**config.mk**
```make
export PLATFORM = sky130hd
export DESIGN_NAME = arith_resize_pipe
export DESIGN_NICKNAME = d
export VERILOG_FILES = /design/src/rtl/arith_resize_pipe.sv
export SDC_FILE = /design/constraint.sdc
export NUM_CORES = 1
export LEC_CHECK = 0
export BUFFER_PORTS_ARGS = -buffer_cell sky130_fd_sc_hd__buf_2
export CAP_MARGIN = 15
export CORE_ASPECT_RATIO = 0.9
export CORE_MARGIN = 8
export CORE_UTILIZATION = 42
export DETAILED_ROUTE_END_ITERATION = 7
export PLACE_DENSITY = 0.83
export SYNTH_ARGS = -nofsm -noshare
export SYNTH_HDL_FRONTEND = slang
export SYNTH_SLANG_ARGS = --single-unit
```
**constraint.sdc**
```tcl
create_clock -name clock -period 1.1 [get_ports clock]
set_clock_uncertainty 0.05 [all_clocks]
set_input_delay 0.22 -clock clock [delete_from_list [all_inputs] [get_ports clock]]
set_output_delay 0.22 -clock clock [all_outputs]
set_load 0.02 [all_outputs]
```
**src/rtl/arith_resize_pipe.sv**
```systemverilog
// arith_resize_pipe: multi-lane integer width converter with an elastic
// valid/ready pipeline of DEPTH register stages.
//   clock, reset           rising-edge clock, async active-low reset
//   in_valid/in_ready      input handshake (in_ready is combinational)
//   in_data, in_mode       CH lanes of IN_W bits, 2-bit mode per lane
//                          (0 ZERO, 1 SIGN, 2 SAT_U, 3 SAT_S)
//   out_valid/out_ready    output handshake
//   out_data, out_sat      CH lanes of OUT_W bits, per-lane clamp flag
//   sat_sticky, sat_clear  per-lane sticky clamp flags, synchronous clear
module arith_resize_pipe #(
  parameter int unsigned IN_W  = 4,
  parameter int unsigned OUT_W = 8,
  parameter int unsigned CH    = 2,
  parameter int unsigned DEPTH = 2
) (
  input  logic                  clock,
  input  logic                  reset,
  input  logic                  in_valid,
  output logic                  in_ready,
  input  logic [CH*IN_W-1:0]    in_data,
  input  logic [CH*2-1:0]       in_mode,
  output logic                  out_valid,
  input  logic                  out_ready,
  output logic [CH*OUT_W-1:0]   out_data,
  output logic [CH-1:0]         out_sat,
  output logic [CH-1:0]         sat_sticky,
  input  logic                  sat_clear
);

  localparam logic [1:0] MODE_ZERO  = 2'd0;
  localparam logic [1:0] MODE_SIGN  = 2'd1;
  localparam logic [1:0] MODE_SAT_U = 2'd2;
  localparam logic [1:0] MODE_SAT_S = 2'd3;

  logic [CH*OUT_W-1:0] conv_data;
  logic [CH-1:0]       conv_sat;

  // Per-lane conversion, combinational on the input beat
  for (genvar i = 0; i < int'(CH); i++) begin : g_lane
    logic [IN_W-1:0]  x;
    logic [1:0]       m;
    logic [OUT_W-1:0] y;
    logic             s;

    assign x = in_data[i*IN_W +: IN_W];
    assign m = in_mode[2*i +: 2];

    if (OUT_W >= IN_W) begin : g_widen
      always_comb begin
        y = OUT_W'(x);
        s = 1'b0;
        if (m == MODE_SIGN || m == MODE_SAT_S) y = OUT_W'($signed(x));
      end
    end else begin : g_narrow
      localparam logic [OUT_W-1:0] MIN_NEG = OUT_W'(1) << (OUT_W - 1);
      localparam logic [OUT_W-1:0] MAX_POS = ~MIN_NEG;
      always_comb begin
        y = x[OUT_W-1:0];
        s = 1'b0;
        case (m)
          MODE_ZERO, MODE_SIGN: ;
          MODE_SAT_U: begin
            if (|x[IN_W-1:OUT_W]) begin
              y = '1;
              s = 1'b1;
            end
          end
          MODE_SAT_S: begin
            // Fits only if the dropped bits plus the new sign bit all agree
            if (!((&x[IN_W-1:OUT_W-1]) || !(|x[IN_W-1:OUT_W-1]))) begin
              y = x[IN_W-1] ? MIN_NEG : MAX_POS;
              s = 1'b1;
            end
          end
          default: ;
        endcase
      end
    end

    assign conv_data[i*OUT_W +: OUT_W] = y;
    assign conv_sat[i] = s;
  end

  logic [DEPTH-1:0]   valid_q, valid_d;
  logic [DEPTH-1:0]   adv, load;
  logic [CH*OUT_W-1:0] data_q [DEPTH];
  logic [CH*OUT_W-1:0] data_d [DEPTH];
  logic [CH-1:0]       sat_q  [DEPTH];
  logic [CH-1:0]       sat_d  [DEPTH];
  logic [CH-1:0]       sticky_q, sticky_d;

  // Ready chain: resolve from the output stage back towards the input
  always_comb begin
    adv  = '0;
    load = '0;
    adv[DEPTH-1] = valid_q[DEPTH-1] & out_ready;
    for (int k = int'(DEPTH) - 1; k >= 1; k--) begin
      load[k]  = valid_q[k-1] & (~valid_q[k] | adv[k]);
      adv[k-1] = load[k];
    end
    in_ready = ~valid_q[0] | adv[0];
    load[0]  = in_valid & in_ready;
  end

  // Next-state for stage registers and sticky flags
  always_comb begin
    for (int k = 0; k < int'(DEPTH); k++) begin
      valid_d[k] = load[k] ? 1'b1 : (adv[k] ? 1'b0 : valid_q[k]);
      data_d[k]  = data_q[k];
      sat_d[k]   = sat_q[k];
    end
    if (load[0]) begin
      data_d[0] = conv_data;
      sat_d[0]  = conv_sat;
    end
    for (int k = 1; k < int'(DEPTH); k++) begin
      if (load[k]) begin
        data_d[k] = data_q[k-1];
        sat_d[k]  = sat_q[k-1];
      end
    end
    // Set on output transfer takes priority over clear
    sticky_d = (sat_clear ? '0 : sticky_q) | (adv[DEPTH-1] ? sat_q[DEPTH-1] : '0);
  end

  always_ff @(posedge clock or negedge reset) begin
    if (!reset) begin
      valid_q  <= '0;
      sticky_q <= '0;
      for (int k = 0; k < int'(DEPTH); k++) begin
        data_q[k] <= '0;
        sat_q[k]  <= '0;
      end
    end else begin
      valid_q  <= valid_d;
      sticky_q <= sticky_d;
      for (int k = 0; k < int'(DEPTH); k++) begin
        data_q[k] <= data_d[k];
        sat_q[k]  <= sat_d[k];
      end
    end
  end

  assign out_valid  = valid_q[DEPTH-1];
  assign out_data   = data_q[DEPTH-1];
  assign out_sat    = sat_q[DEPTH-1];
  assign sat_sticky = sticky_q;

endmodule

```
After elaboration in Yosys (flattened, before gate mapping)
Cells that the tools add are included.
{"block": "totals", "ff_bits": 34, "latchBits": 0, "mem_bits_rw": 0, "romBits": 0, "in_bits": 17, "out_inout_bits": 22, "word_cells": 25, "mem_count": 0}
{"block": "op_classes", "n_addsub": 0, "mul": 0, "div": 0, "magnitude_cmp": 0, "n_eq_ne": 4, "n_shift": 0, "mux": 6, "bitwise": 7, "n_reduce_logical": 4}
{"operator": "2-to-1 mux 8 bit", "n": 2}
{"operator": "equality test 2 x 1 -> 1 bit (second input constant)", "n": 2}
{"operator": "equality test 2 bit (second input constant)", "n": 2}
{"operator": "2-to-1 mux 1 bit", "n": 4}
{"operator": "nonzero test 2 bit", "n": 2}
{"operator": "AND 1 bit", "n": 3}
{"operator": "logical OR 1 bit", "n": 2}
{"operator": "inverter 1 bit", "n": 2}
{"operator": "bitwise OR 1 bit", "n": 2}

Longest topological paths before layout
Gate-level depths: netlist of the first run.
{"block": "logic_depth", "word_depth": 6, "depth_mapped": 3, "ltp_nobuf": 3}

Least setup slack after synthesis of the first run
Ideal clock, no wire load.
{"block": "synth_timing", "path_type": "register to register", "from": "reg valid_q[1]", "to": "reg data_q[16] (netlist name)", "setup_time_ps": 125, "t_arrival_ps": 1160, "t_required_ps": 925, "slack_ps": -235, "stages_incl_launch_ff": 4, "path_buffers": 0, "path_cell_list": "dfrtp_1 > nand3b_4 > nand2_4 > mux2_2"}
{"block": "synth_between", "elab_chain_cells": 5, "elab_cells_between_ends": 6, "classes_between": "bitwise (6)"}
{"element": "from (decl)", "line": "84", "text": "logic [DEPTH-1:0] valid_q, valid_d;"}
{"element": "from (signal assigned)", "line": "135", "text": "valid_q <= valid_d;"}
{"element": "AND 1 bit / inverter 1 bit (equally long branches)", "line": "96, 98"}
{"element": "bitwise OR 1 bit *", "line": "98", "text": "load[k] = valid_q[k-1] & (~valid_q[k] | adv[k]);"}
{"element": "AND 1 bit *", "line": "98"}
{"element": "bitwise OR 1 bit *", "line": "101", "text": "in_ready = ~valid_q[0] | adv[0];"}
{"element": "net in_ready", "line": "19", "text": "output logic in_ready,"}
{"element": "AND 1 bit *", "line": "102", "text": "load[0] = in_valid & in_ready;"}
{"element": "to (signal, indexed assignment)", "line": "138", "text": "data_q[k] <= data_d[k];"}
{"element": "to (decl)", "line": "86", "text": "logic [CH*OUT_W-1:0] data_q [DEPTH];"}
The timed path passes the listed nets; every way through them passes the cells marked *.
A chain may end at the register's enable or synchronous reset.

Worst setup path after layout of the first run
{"block": "layout_timing", "from": "reg valid_q[0]", "to": "out in_ready"}
{"block": "layout_between", "elab_chain_cells": 2, "elab_cells_between_ends": 3, "classes_between": "bitwise (3)"}
{"element": "AND 1 bit / inverter 1 bit (equally long branches)", "line": "98, 101"}
{"element": "bitwise OR 1 bit *", "line": "101"}
{"element": "to (decl)", "line": "19"}
Every way passes the cells marked *; elsewhere a longest branch is shown, timed or not.

==> results.txt, run 1 <==
----------------------------------------------------
[CTS]
  H-tree level count ... 1
  CTS tree ... built
  Skew-Pair Late Insertion Delay ... 0.29 ns
  Number of CTS-inserted buffers ... 3
  Root Buffer Master ... sky130_fd_sc_hd__clkbuf_4
  Buffers from clock root to sink, at most ... 2
  Post-CTS clock slew at the launch and capture registers of the worst setup and hold paths ... 0.12 ns
  Number of sinks on the clock net ... 22

[Floorplanning]
  Area of the core region ... 0.00220 sq mm
  Count of boundary I/O pins ... 39
  Die X-Extent ... 67.3 um
  Site row count ... 16
  Overall die area ... 0.00418 sq mm
  Initial standard-cell utilization of the core ... 45.1%
  Die extent in y ... 62.1 um

[Critical path]
  Required arrival time at the worst endpoint ... 0.83 ns
  Endpoint kind of the worst setup timing path ... output port
  Startpoint type of the worst setup path ... flop
  Bufs and invs on worst path ... 2
  Highest-delay cell along the critical path ... sky130_fd_sc_hd__dfrtp_1
  Crit path DAT ... 1.03 ns
  Most repeated library cell on the critical path ... sky130_fd_sc_hd__buf_6
  Category of the critical setup timing path ... flop to output port
  CP cell instances ... nand3b_4 > buf_6 > buf_6
  Family with the most delay on the worst path ... flip-flops
  Critical-path maximum fanout ... 2
  Crit-path max cell delay ... 0.41 ns

[Cells and area]
  Number of inserted diodes ... 0
  Fin cells ... 128
  Count of fill cells added during filler insertion ... 178
  Area Growth Syn to Fin ... 36.8%
  Flip-flop and latch area ... 554 sq um
  Share of cells above drive strength 1 ... 70.3%
  Most common cell after layout, fill and taps aside ... sky130_fd_sc_hd__buf_6
  Area of the multi-input gates ... 382 sq um
  Final net count ... 119
  Top library cells by usage in the layout, fill and taps aside ... sky130_fd_sc_hd__buf_6, sky130_fd_sc_hd__dfrtp_1, sky130_fd_sc_hd__buf_2

[STA]
  Post-route fraction of the period consumed by the critical path ... 118%
  Peak clock frequency supported by timing ... 767 MHz
  Min Tclk post-route ... 1.30 ns
  Max Slew Vio Count ... 0
  Setup repair after global routing missed its margin ... true
  Final Hold Violating Endpoints ... 0
  Minimum setup slack in the final design ... -0.203 ns
  WHS ... 0.0908 ns
  Final setup viols ... 38

[Global route]
  Grt total ovfl ... 0
  Pin count of the biggest net entering global routing ... 23
  Number of global-route vias before repair ... 683
  First-pass GRT wire length ... 3.40 mm
  Total Routing Usage GR ... 10.5%
  Number of antenna violations at the first check in global routing ... 0

[Power and ir drop]
  Ratio of total power to cell area ... 1770 mW/mm^2
  IR Drop Worst-Case VDD ... 896 uV
  Static leakage ... 0.675 nW

[Synthesis]
  Mapped Avg Cell Area ... 14.0 sq um
  Synth warn ... 0
  Post-synthesis sequential area ratio ... 55.4%
  Synth unique cells ... 10
  Count of mapped cells out of synthesis ... 71
  Register bit total from synthesis ... 22
  Post-Syn Area ... 993 sq um

[Detailed routing]
  Number of DRC markers after the initial detailed-route iteration ... 10
  DR pass1 iterations ... 4
  Routed wirelength normalized by instance count ... 17.0 um
  Total wire length ... 2.17 mm
  Routed vias/inst ... 4.82
  Final antenna-violating net count ... 0
  DR DRC count ... 0
  Via count ... 617

[Place]
  Placer Congestion ... 0.666
  Count of input and output buffers ... 31
  Worst setup timing slack at the placement stage ... -0.183 ns
  HPWL after detailed placement ... 1.44 mm
  Post-placement cell count ... 113

[Worst hold path]
  Hold Path Class ... input port to flop

[Run status]
  Status ... finished with violations
  Violated checks ... setup timing

[Run]
  Maximum Capacitance Violations ... 0

----------------------------------------------------
-- area by class of cell --
type | instances | share of cell area, %
Multi-Input combinational cell | 34 | 28.1
Tap cell | 27 | 2.49
Timing Repair Buffer | 41 | 26.0
Clock buffer | 4 | 2.67
Sequential cell | 22 | 40.8
-- per-stage QoR --
step / utilization (%) / total power, mW / setup TNS (ns) / instance area [sq um]
after floorplan: - / 1.65 / -2.23 / 1040
after global placement: 49.5 / 1.67 / -1.53 / 1090
after detailed placement: 49.5 / 1.70 / -2.04 / 1090
after CTS: 61.3 / 2.41 / -5.00 / 1350
after global routing: 61.7 / 2.54 / -5.52 / 1360
final: 61.7 / 2.41 / -3.82 / 1360
-- Yosys cell counts --
library cell | instances | area share, %
sky130_fd_sc_hd__nand2b_1 | 3 | 1.9
sky130_fd_sc_hd__mux2_2 | 18 | 20
sky130_fd_sc_hd__nand2_4 | 1 | 1.1
sky130_fd_sc_hd__buf_4 | 20 | 15
sky130_fd_sc_hd__nand3b_4 | 1 | 2.0
sky130_fd_sc_hd__and3_1 | 2 | 1.3
sky130_fd_sc_hd__nand2_2 | 1 | 0.63
sky130_fd_sc_hd__a22o_1 | 2 | 1.8
sky130_fd_sc_hd__dfrtp_1 | 22 | 55
sky130_fd_sc_hd__conb_1 | 1 | 0.38
-- state kept, by name, indices dropped and copies added, names as in the netlist --
| signal | flops |
|---|---|
| data_q | 10 |
| out_data | 10 |
| valid_q | 2 |
-- what timing repair did --
action | in CTS | in global routing
hold buffers | 1 | 0
gates resized for setup | 43 | 2
endpoints found under the setup margin | 36 | 38
hold endpoints to repair | 22 | 0
buffers inserted | 8 | 1
cloned | 1 | 1
pin swaps | 2 | 2
-- power breakdown --
| part | leakage, nW | switching, mW | internal (mW) |
|---|---|---|---|
| combinational | 0.397 | 0.391 | 0.506 |
| sequential | 0.257 | 0.120 | 0.960 |
| clock | 0.0210 | 0.233 | 0.202 |
-- layer usage --
| metal | part of all wire [%] | global-route usage (%) | vias to the layer above |
|---|---|---|---|
| met5 | 0 | 0 | - |
| li1 | - | - | 279 |
| met3 | 6.1 | 1.97 | 2 |
| met1 | 36 | 11.3 | 318 |
| met4 | 0.74 | 4.70 | 0 |
| met2 | 57 | 18.9 | 18 |
-- worst paths after layout --
path                       startpoint           to  slack (ns)  cells past startpoint
setup / recovery           valid_q[0]     in_ready       -0.20                      3
hold / removal             in_data[1]   data_q[17]        0.09                      2
setup reg to reg           valid_q[1]  out_data[7]       -0.18                      4
hold reg to reg            data_q[25]  out_data[9]        0.47                      1
max in group asynchronous       reset   valid_q[1]        0.29                      2
min in group asynchronous       reset  out_data[0]        0.36                      2
-- cell families after synthesis --
kind of cell,after synthesis,share of synthesized area (%)
other cells,1,0.377
compound gates,2,1.76
mux,18,20.4
buf+inv,20,15.1
simple gates,8,6.93
flops,22,55.4
Note: power is estimated with default switching activity, not from simulation.
==> run 2: changes to the inputs <==
--- a/config.mk
+++ b/config.mk
@@ -11,7 +11,9 @@
 export CORE_MARGIN = 8
 export CORE_UTILIZATION = 42
 export DETAILED_ROUTE_END_ITERATION = 7
+export GPL_TIMING_DRIVEN = 0
 export PLACE_DENSITY = 0.83
+export SKIP_LAST_GASP = 1
 export SYNTH_ARGS = -nofsm -noshare
 export SYNTH_HDL_FRONTEND = slang
 export SYNTH_SLANG_ARGS = --single-unit
==> results.txt, run 2 (synthesized netlist as in run 1, its figures left out) <==
----------------------------------------------------
[Run status]
  Status ... finished with violations
  Violated checks ... setup timing

[Power and ir drop]
  Seq pwr share ... 40.9%
  Part of the total power dissipated in the clock network ... 16.0%
  Static leakage ... 0.783 nW
  Comb pwr share ... 43.0%
  Overall power consumption ... 2.65 mW
  Net switching power ... 0.793 mW
  Ratio of total power to cell area ... 1720 mW/mm^2
  Internal ... 1.85 mW
  IR Drop Worst-Case VDD ... 963 uV
  Switching part of the total power ... 30.0%

[Place]
  Cell Area, Placed ... 0.00123 sq mm
  Placer Congestion ... 0.695
  Count of input and output buffers ... 31
  Worst setup timing slack at the placement stage ... -0.175 ns
  Post-placement cell count ... 132

[Critical path]
  Category of the critical setup timing path ... flop to output port
  Critical-path maximum fanout ... 5
  Crit path DAT ... 1.02 ns
  Startpoint type of the worst setup path ... flop
  Endpoint kind of the worst setup timing path ... output port
  Required arrival time at the worst endpoint ... 0.83 ns

[Cells and area]
  Fin cells ... 143
  Area Growth Syn to Fin ... 54.7%
  Final standard cell utilization of the core ... 69.8%
  Number of inserted diodes ... 0
  Total non-filler cell area in the finished layout ... 0.00154 sq mm
  Final net count ... 134
  Top library cells by usage in the layout, fill and taps aside ... sky130_fd_sc_hd__buf_6, sky130_fd_sc_hd__dfrtp_1, sky130_fd_sc_hd__buf_4
  Count of fill cells added during filler insertion ... 135
  Share of cells above drive strength 1 ... 75.0%
  Most common cell after layout, fill and taps aside ... sky130_fd_sc_hd__buf_6

[CTS]
  Post-CTS clock slew at the launch and capture registers of the worst setup and hold paths ... 0.11 ns
  Number of sinks on the clock net ... 22
  Buffers from clock root to sink, at most ... 2
  Root Buffer Master ... sky130_fd_sc_hd__clkbuf_4
  CTS tree ... built
  Skew-Pair Late Insertion Delay ... 0.30 ns
  Number of CTS-inserted buffers ... 3
  H-tree level count ... 1

[Floorplanning]
  Die extent in y ... 62.1 um
  Die X-Extent ... 67.3 um
  Area of the core region ... 0.00220 sq mm
  Count of boundary I/O pins ... 39
  Initial standard-cell utilization of the core ... 45.1%
  Overall die area ... 0.00418 sq mm
  Site row count ... 16

[STA]
  Minimum setup slack in the final design ... -0.187 ns
  Final Hold Violating Endpoints ... 0
  Peak clock frequency supported by timing ... 777 MHz
  WHS ... 0.0982 ns
  Min Tclk post-route ... 1.29 ns
  Setup repair after global routing missed its margin ... true
  Setup tns final ... -4.03 ns
  Max Slew Vio Count ... 0
  Post-route fraction of the period consumed by the critical path ... 117%
  Final setup viols ... 37

[Run]
  Maximum Capacitance Violations ... 0

[Global route]
  Total Routing Usage GR ... 11.2%
  Grt total ovfl ... 0
  Pin count of the biggest net entering global routing ... 23
  Number of global-route vias before repair ... 740
  First-pass GRT wire length ... 3.57 mm
  Number of antenna violations at the first check in global routing ... 0

[Detailed routing]
  DR pass1 iterations ... 4
  Routed wirelength normalized by instance count ... 16.5 um
  Final antenna-violating net count ... 0
  Number of DRC markers after the initial detailed-route iteration ... 15
  DR DRC count ... 0
  Total wire length ... 2.37 mm
  Via count ... 647
  Routed vias/inst ... 4.52

[Worst hold path]
  Hold Path Class ... input port to flop

----------------------------------------------------
## run 2: cell count changes in the layout (fill, tap and decap cells not counted), moves of 3 or more
cell / change
sky130_fd_sc_hd__buf_4: +7
sky130_fd_sc_hd__buf_6: +7
sky130_fd_sc_hd__mux2_2: -3
sky130_fd_sc_hd__mux2_4: +3
## run 2: power by group through the flow
stage / clock network [mW] / logic (mW) / registers (mW)
after floorplan: 0 / 0.612 / 1.04
after global placement: 0 / 0.802 / 1.05
after detailed placement: 0 / 0.821 / 1.07
after CTS: 0.433 / 1.09 / 1.07
after global routing: 0.471 / 1.20 / 1.10
final: 0.424 / 1.14 / 1.08
## run 2: path summary, 6_finish.rpt
path                         startpoint  slack [ns]           end  cells after the start
min reg2reg                  data_q[24]        0.47    data_q[24]                      1
min                          in_data[2]         0.1    data_q[18]                      2
min in group asynchronous         reset        0.35    data_q[19]                      2
max                        out_data[14]       -0.19  out_data[12]                      2
max reg2reg                  valid_q[1]       -0.14    data_q[17]                      4
max in group asynchronous         reset        0.29    valid_q[1]                      2
## run 2: layout make-up
| class | instances | area (sq um) | area share (%) |
|---|---|---|---|
| Sequential cell | 22 | 556 | 36.2 |
| Multi-Input combinational cell | 34 | 407 | 26.5 |
| Timing Repair Buffer | 40 | 358 | 23.3 |
| Buffer | 16 | 146 | 9.53 |
| Clock buffer | 4 | 36.3 | 2.36 |
| Tap cell | 27 | 33.8 | 2.20 |
## run 2: metal layers
layer  up-vias  routed length [um]  track usage (%)
li1        310                   -                -
met1       317                 904             11.1
met2        18                1320             20.8
met3         2                 127             1.79
met4         0                  11             6.01
met5         -                   0                0
## run 2: repair_timing
| action | 4_1_cts | 5_1_grt |
|---|---|---|
| hold buffers | 1 | 0 |
| setup endpoints to repair | 36 | 38 |
| gates cloned | 1 | 1 |
| buffers inserted | 3 | 5 |
| endpoints found under the hold margin | 22 | 0 |
| pin swaps | 1 | 3 |
| gates resized for setup | 43 | 17 |
## run 2: worst max-delay path, stage by stage (launching register included)
cell	delay (ns)
sky130_fd_sc_hd__dfrtp_2	0.46
sky130_fd_sc_hd__buf_4	0.15
sky130_fd_sc_hd__buf_6	0.12
